File: config.mk
export PLATFORM = sky130hd
export DESIGN_NAME = eth_phy_link_mon
export DESIGN_NICKNAME = d
export VERILOG_FILES = /design/src/rtl/eth_link_mon_pkg.sv /design/src/rtl/link_mon_sat_cnt.sv /design/src/rtl/eth_phy_link_mon.sv
export SDC_FILE = /design/constraint.sdc
export NUM_CORES = 1
export LEC_CHECK = 0
export CAP_MARGIN = 5
export CORE_AREA = 2 2 159 115
export DETAILED_ROUTE_END_ITERATION = 8
export DIE_AREA = 0 0 161 117
export PLACE_DENSITY = 0.75
export REMOVE_ABC_BUFFERS = 1
export SLEW_MARGIN = 20
export SYNTH_ARGS = -nofsm -noshare
export SYNTH_HDL_FRONTEND = slang
export SYNTH_HIERARCHICAL = 1
export SYNTH_SLANG_ARGS = --single-unit
File: constraint.sdc
create_clock -name clk -period 3.38 [get_ports clk]
set_clock_uncertainty 0.2 [all_clocks]
set_input_delay 0.507 -clock clk [delete_from_list [all_inputs] [get_ports clk]]
set_output_delay 0.507 -clock clk [all_outputs]
set_load 0.02 [all_outputs]
File: src/rtl/eth_link_mon_pkg.sv
// Shared types and constants for the PHY link monitor: FSM state encoding,
// sequence ordered-set codes and the fault hold window.
package eth_link_mon_pkg;

    typedef enum logic [1:0] {
        ST_DOWN      = 2'd0,
        ST_QUALIFY   = 2'd1,
        ST_UP        = 2'd2,
        ST_RESET_REQ = 2'd3
    } link_state_t;

    localparam logic [7:0] SEQ_CODE     = 8'h9C;
    localparam logic [7:0] FAULT_LOCAL  = 8'h01;
    localparam logic [7:0] FAULT_REMOTE = 8'h02;
    localparam int         FAULT_HOLD_CYCLES = 128;

    // Four bytes starting at a lane: 0x9C, 0x00, 0x00, <code>.
    function automatic logic os_match(input logic [31:0] lane_bytes, input logic [7:0] code);
        return (lane_bytes[7:0] == SEQ_CODE) && (lane_bytes[23:8] == 16'h0000) &&
               (lane_bytes[31:24] == code);
    endfunction

endpackage

File: src/rtl/link_mon_sat_cnt.sv
// Saturating statistics counter: adds a zero-extended increment each cycle,
// sticks at all-ones, and a clear beats any same-cycle increment.
module link_mon_sat_cnt #(
    parameter int WIDTH     = 32,
    parameter int INC_WIDTH = 1
) (
    input  logic                 clk,
    input  logic                 rst,
    input  logic                 clear,
    input  logic [INC_WIDTH-1:0] inc,
    output logic [WIDTH-1:0]     count
);

    localparam int SUM_W = ((WIDTH > INC_WIDTH) ? WIDTH : INC_WIDTH) + 1;

    logic [WIDTH-1:0] count_reg;
    logic [WIDTH-1:0] count_next;
    logic [SUM_W-1:0] sum;

    assign sum = SUM_W'(count_reg) + SUM_W'(inc);

    always_comb begin
        count_next = sum[WIDTH-1:0];
        if (|sum[SUM_W-1:WIDTH]) begin
            count_next = '1;
        end
    end

    always_ff @(posedge clk) begin
        if (rst || clear) begin
            count_reg <= '0;
        end else begin
            count_reg <= count_next;
        end
    end

    assign count = count_reg;

endmodule

File: src/rtl/eth_phy_link_mon.sv
// 10G PHY receive link monitor: lock qualification FSM, relock reset request and
// saturating error statistics. Define ETH_LINK_MON_FAULT_DET_EN for XGMII fault detection.
module eth_phy_link_mon
    import eth_link_mon_pkg::*;
#(
    parameter int  CNT_WIDTH        = 32,
    parameter int  QUALIFY_CYCLES   = 1024,
    parameter int  RELOCK_TIMEOUT   = 160000,
    parameter int  RESET_REQ_CYCLES = 16,
    parameter int  DATA_WIDTH       = 64,
    localparam int CTRL_WIDTH       = DATA_WIDTH / 8
) (
    input  logic                  clk,
    input  logic                  rst,
    input  logic                  rx_block_lock,
    input  logic                  rx_high_ber,
    input  logic                  rx_bad_block,
    input  logic                  rx_sequence_error,
    input  logic [6:0]            rx_error_count,
    input  logic [DATA_WIDTH-1:0] xgmii_rxd,
    input  logic [CTRL_WIDTH-1:0] xgmii_rxc,
    input  logic                  cnt_clear,
    output logic                  link_up,
    output logic                  rx_reset_req,
    output logic [1:0]            link_state,
    output logic [CNT_WIDTH-1:0]  bad_block_count,
    output logic [CNT_WIDTH-1:0]  seq_err_count,
    output logic [CNT_WIDTH-1:0]  err_count,
    output logic [CNT_WIDTH-1:0]  link_down_count,
    output logic                  rx_local_fault,
    output logic                  rx_remote_fault
);

    localparam int TIMER_MAX_A = (RELOCK_TIMEOUT > QUALIFY_CYCLES) ? RELOCK_TIMEOUT : QUALIFY_CYCLES;
    localparam int TIMER_MAX   = (TIMER_MAX_A > RESET_REQ_CYCLES) ? TIMER_MAX_A : RESET_REQ_CYCLES;
    localparam int TIMER_W     = $clog2(TIMER_MAX + 1);

    localparam logic [TIMER_W-1:0] RELOCK_LAST    = TIMER_W'(RELOCK_TIMEOUT - 1);
    // The clean cycle seen in DOWN counts as the first of the qualify window.
    localparam logic [TIMER_W-1:0] QUALIFY_LAST   = TIMER_W'(QUALIFY_CYCLES - 2);
    localparam logic [TIMER_W-1:0] RESET_REQ_LAST = TIMER_W'(RESET_REQ_CYCLES - 1);

    link_state_t       state_reg, state_next;
    logic [TIMER_W-1:0] timer_reg, timer_next;
    logic              link_up_reg, link_up_next;
    logic              rx_reset_req_reg, rx_reset_req_next;
    logic              link_down_inc;
    logic              clean;

    assign clean = rx_block_lock & ~rx_high_ber;

    always_ff @(posedge clk) begin
        if (rst) begin
            state_reg        <= ST_DOWN;
            timer_reg        <= '0;
            link_up_reg      <= 1'b0;
            rx_reset_req_reg <= 1'b0;
        end else begin
            state_reg        <= state_next;
            timer_reg        <= timer_next;
            link_up_reg      <= link_up_next;
            rx_reset_req_reg <= rx_reset_req_next;
        end
    end

    always_comb begin
        state_next = state_reg;
        timer_next = timer_reg + TIMER_W'(1);
        case (state_reg)
            ST_DOWN: begin
                if (clean) begin
                    state_next = ST_QUALIFY;
                    timer_next = '0;
                end else if (timer_reg == RELOCK_LAST) begin
                    state_next = ST_RESET_REQ;
                    timer_next = '0;
                end
            end
            ST_QUALIFY: begin
                if (!clean) begin
                    state_next = ST_DOWN;
                    timer_next = '0;
                end else if (timer_reg == QUALIFY_LAST) begin
                    state_next = ST_UP;
                    timer_next = '0;
                end
            end
            ST_UP: begin
                timer_next = '0;
                if (!clean) begin
                    state_next = ST_DOWN;
                end
            end
            ST_RESET_REQ: begin
                if (timer_reg == RESET_REQ_LAST) begin
                    state_next = ST_DOWN;
                    timer_next = '0;
                end
            end
            default: begin
                state_next = ST_DOWN;
                timer_next = '0;
            end
        endcase
    end

    always_comb begin
        link_up_next      = (state_next == ST_UP);
        rx_reset_req_next = (state_next == ST_RESET_REQ);
        link_down_inc     = (state_reg == ST_UP) && !clean;
    end

    assign link_up      = link_up_reg;
    assign rx_reset_req = rx_reset_req_reg;
    assign link_state   = state_reg;

    link_mon_sat_cnt #(.WIDTH(CNT_WIDTH), .INC_WIDTH(1)) u_bad_block_cnt (
        .clk(clk), .rst(rst), .clear(cnt_clear), .inc(rx_bad_block), .count(bad_block_count)
    );
    link_mon_sat_cnt #(.WIDTH(CNT_WIDTH), .INC_WIDTH(1)) u_seq_err_cnt (
        .clk(clk), .rst(rst), .clear(cnt_clear), .inc(rx_sequence_error), .count(seq_err_count)
    );
    link_mon_sat_cnt #(.WIDTH(CNT_WIDTH), .INC_WIDTH(7)) u_err_cnt (
        .clk(clk), .rst(rst), .clear(cnt_clear), .inc(rx_error_count), .count(err_count)
    );
    link_mon_sat_cnt #(.WIDTH(CNT_WIDTH), .INC_WIDTH(1)) u_link_down_cnt (
        .clk(clk), .rst(rst), .clear(cnt_clear), .inc(link_down_inc), .count(link_down_count)
    );

`ifdef ETH_LINK_MON_FAULT_DET_EN
    localparam int LANE_GROUPS = CTRL_WIDTH / 4;

    logic [LANE_GROUPS-1:0] local_hit;
    logic [LANE_GROUPS-1:0] remote_hit;
    logic [1:0]             fault_hit;
    logic [1:0]             fault_flag;
    logic                   unused_rxc;

    // Ordered sets may only start in lane 0 or lane 4 of each 64-bit word.
    for (genvar gi = 0; gi < LANE_GROUPS; gi++) begin : g_lane
        assign local_hit[gi]  = xgmii_rxc[gi*4] & os_match(xgmii_rxd[gi*32 +: 32], FAULT_LOCAL);
        assign remote_hit[gi] = xgmii_rxc[gi*4] & os_match(xgmii_rxd[gi*32 +: 32], FAULT_REMOTE);
    end

    assign fault_hit  = {|remote_hit, |local_hit};
    assign unused_rxc = ^xgmii_rxc;

    for (genvar gi = 0; gi < 2; gi++) begin : g_fault
        logic       flag_reg;
        logic [6:0] age_reg;

        always_ff @(posedge clk) begin
            if (rst) begin
                flag_reg <= 1'b0;
                age_reg  <= '0;
            end else if (fault_hit[gi]) begin
                flag_reg <= 1'b1;
                age_reg  <= '0;
            end else if (flag_reg) begin
                if (age_reg == 7'(FAULT_HOLD_CYCLES - 1)) begin
                    flag_reg <= 1'b0;
                end
                age_reg <= age_reg + 7'd1;
            end
        end

        assign fault_flag[gi] = flag_reg;
    end

    assign rx_local_fault  = fault_flag[0];
    assign rx_remote_fault = fault_flag[1];
`else
    logic unused_xgmii;

    assign unused_xgmii    = ^{xgmii_rxd, xgmii_rxc};
    assign rx_local_fault  = 1'b0;
    assign rx_remote_fault = 1'b0;
`endif

endmodule

==> flow_summary_export.csv <==
group,metric,value,unit
status,status,"completed",
synthesis,syn_area,7660,um^2
power,vdd_drop_max,0.339,mV
synthesis,yosysTopAreaCell,"dfxtp_1",
worst_setup_path,path_cells,"clkdlybuf4s50_1 -> ha_1 -> fa_1 -> a211oi_1 -> or3_1 -> a21oi_4 -> nand4_2 -> buf_12 -> a31oi_1",
global_routing,grt_usage,19.8,%
synthesis,ys_dominant_reg_cell,"dfxtp_1",
synthesis,synth-simple-area-share,25.1,%
placement,globalplace.congestion,0.827,
global_routing,grt_max_degree,33,
synthesis,async_flop_share,0,%
route,avgRoutedWirePerCell,15.3,um
global_routing,antenna_found_initial,0,
global_routing,grt_pass1_vias,6039,
synthesis,synth_xor_area_share,12.2,%
worst_setup_path,crit_buf_inv,2,
worst_setup_path,crit_fanout,27,
synthesis,ys_ff_latch,150,
synthesis,ys_top_cells_by_count,"dfxtp_1, a21oi_1, xor2_1, nand2_1",
route,postRouteAntennaNets,0,
final_layout,drive_above_1_share,12.5,%
placement,place_ws,0.121,ns
power,pwr-share-seq,44.5,%
die,die_y,117,um
worst_setup_path,worst_setup_path_start_kind,"input pin",
sta,slew_violations,0,
route,vias,6627,
sta,period_minus_slack,2.85,ns
power,p_switching,915,uW
sta,fin_ws,0.531,ns
sta,tns,0,ns
flow_run,cap_violations,0,
die,pin_count,220,
power,intPower,3.15,mW
hold_path,hp-class,"reg2reg",
clocking,cts_tree,"done",
placement,portBuffers,145,
worst_setup_path,path_delay_family,"adder cells",
clocking,cts_resized,0,
global_routing,grt-ovfl-total,0,
clocking,clkSinkCount,150,
die,die_w,161,um
die,core,17400,um^2
worst_setup_path,endpoint_kind,"flop",
final_layout,layout.nets,1076,
synthesis,yosys.area_share.adder,2.71,%
sta,slew_headroom,34.4,%
power,swShare,22.5,%
final_layout,n_fill_cell,1571,
synthesis,yosysWarnings,6,
placement,hpwl,13300,um
worst_setup_path,path_class,"in2reg",
sta,setup_viol,0,
clocking,insertion_delay,0.41,ns
final_layout,insertedDiodeCount,0,
clocking,htree_levels,4,
synthesis,synth_area_leaders,"dfxtp_1, xor2_1, xnor2_1, a21oi_1, a21oi_2",
sta,fmax,0.351,GHz
worst_setup_path,required,3.43,ns
clocking,cts_setup_buffers,0,
sta,tightestPinTransition,0.977,ns
worst_setup_path,cp_slowest_cell,"fa_1",
synthesis,synth_area_per_cell,9.22,um^2
synthesis,ys_seq_area_share,39.2,%
route,wl,18700,um
synthesis,yosys.area.top_type_share,39.2,%
route,routed_via_density,5.42,
sta,rsz0062_at_grt,"no",
synthesis,synth_mux_area_share,0.523,%
synthesis,synthMostInstantiatedCell,"dfxtp_1",
power,p_leak,3.36,nW
global_routing,grt_pass1_wl,30600,um
final_layout,area_growth,28.9,%
synthesis,synth_edf_count,0,
final_layout,fin_util,56.6,%
die,rows,41,
worst_setup_path,cp_data_arrival_time,2.90,ns
synthesis,synthCells,831,
sta,period_share,84.3,%
clocking,postCtsHoldBufs,0,
synthesis,synth_compound_area_share,16.0,%
die,initial_core_util,43.9,%
power,power_frac_comb,6.1,%
synthesis,yosysUniqueCellTypes,67,
sta,final-hold-violation-count,0,
worst_setup_path,crit_path_max_incr_delay,0.43,ns
die,dieArea,18800,um^2
clocking,numCtsBuffers,17,
route,drt_iter0_markers,527,
route,dr.pass1.iters,5,
synthesis,synth_top_family_by_area,"simple AND/OR/NAND/NOR gates",
route,drc,0,
clocking,max-clock-path-buffers,2,
clocking,cts.clk_slew.worst_paths,0.06,ns
power,p_clk_share,49.4,%
clocking,root_buffer,"clkbuf_16",
power,p_per_area,412,nW/um^2
## power by group through the flow
stage	Sequential (mW)	Clock, mW	Combinational [mW]
after floorplan	1.86	0	0.140
after global placement	1.85	0	0.244
after detailed placement	1.85	0	0.248
after CTS	1.81	2.04	0.250
after global routing	1.81	2.12	0.273
final	1.81	2.01	0.249
## layout make-up
type	instances	area (um^2)	area share, %
clock inverter	12	176	1.79
sequential	150	3000	30.4
inverter	11	41.3	0.418
tap	236	295	2.99
timing repair buffer	158	1570	15.9
multi-input combinational	636	4340	43.9
clock buffer	20	447	4.52
## worst paths after layout
kind	cells past startpoint	end	from	slack (ns)
setup / recovery	9	u_err_cnt/count[25]$_SDFF_PP0_	rx_error_count[0]	0.53
hold / removal	1	timer_reg[0]$_SDFF_PP0_	timer_reg[0]$_SDFF_PP0_	0.31
setup reg to reg	8	u_err_cnt/count[25]$_SDFF_PP0_	u_err_cnt/count[0]$_SDFF_PP0_	0.75
hold reg to reg	1	timer_reg[0]$_SDFF_PP0_	timer_reg[0]$_SDFF_PP0_	0.31
## cell usage in the layout (no fill, tap or decap), types with 17 or more instances in the layout
cell             instances
nor3_1                  20
dfxtp_1                150
clkdlybuf4s50_1        145
xor2_1                  58
nand4_1                 46
and3_1                  18
clkbuf_16               17
nand2_1                 56
a21oi_1                 85
a21oi_2                 33
nor2_1                  49
nand3_1                 40
xnor2_1                 49
## cell families after synthesis
logic type      Yosys count
xor+xnor                107
buf+inv                  46
fa+ha+maj                16
flops                   150
mux                       4
compound gates          179
simple gates            328
other cells               1
## metrics by stage
step	std cells	hold WS (ns)	instance area [um^2]	total power [mW]
6_report	1223	0.306	9880	4.07
5_1_grt	1223	0.336	9880	4.21
4_1_cts	1223	0.306	9880	4.11
3_5_place_dp	1191	0.291	9250	2.10
3_3_place_gp	1191	0.276	9250	2.09
2_1_floorplan	797	0.249	7380	2.00
## per-layer routing
metal  wire, um  track usage [%]  share of wire [%]
met5          0                0                  0
met4        106             4.58               0.57
met3        965             4.90                5.2
met2       8030             29.0                 43
met1       9600             29.3                 51
No activity file was read; power rests on OpenSTA's default activity.
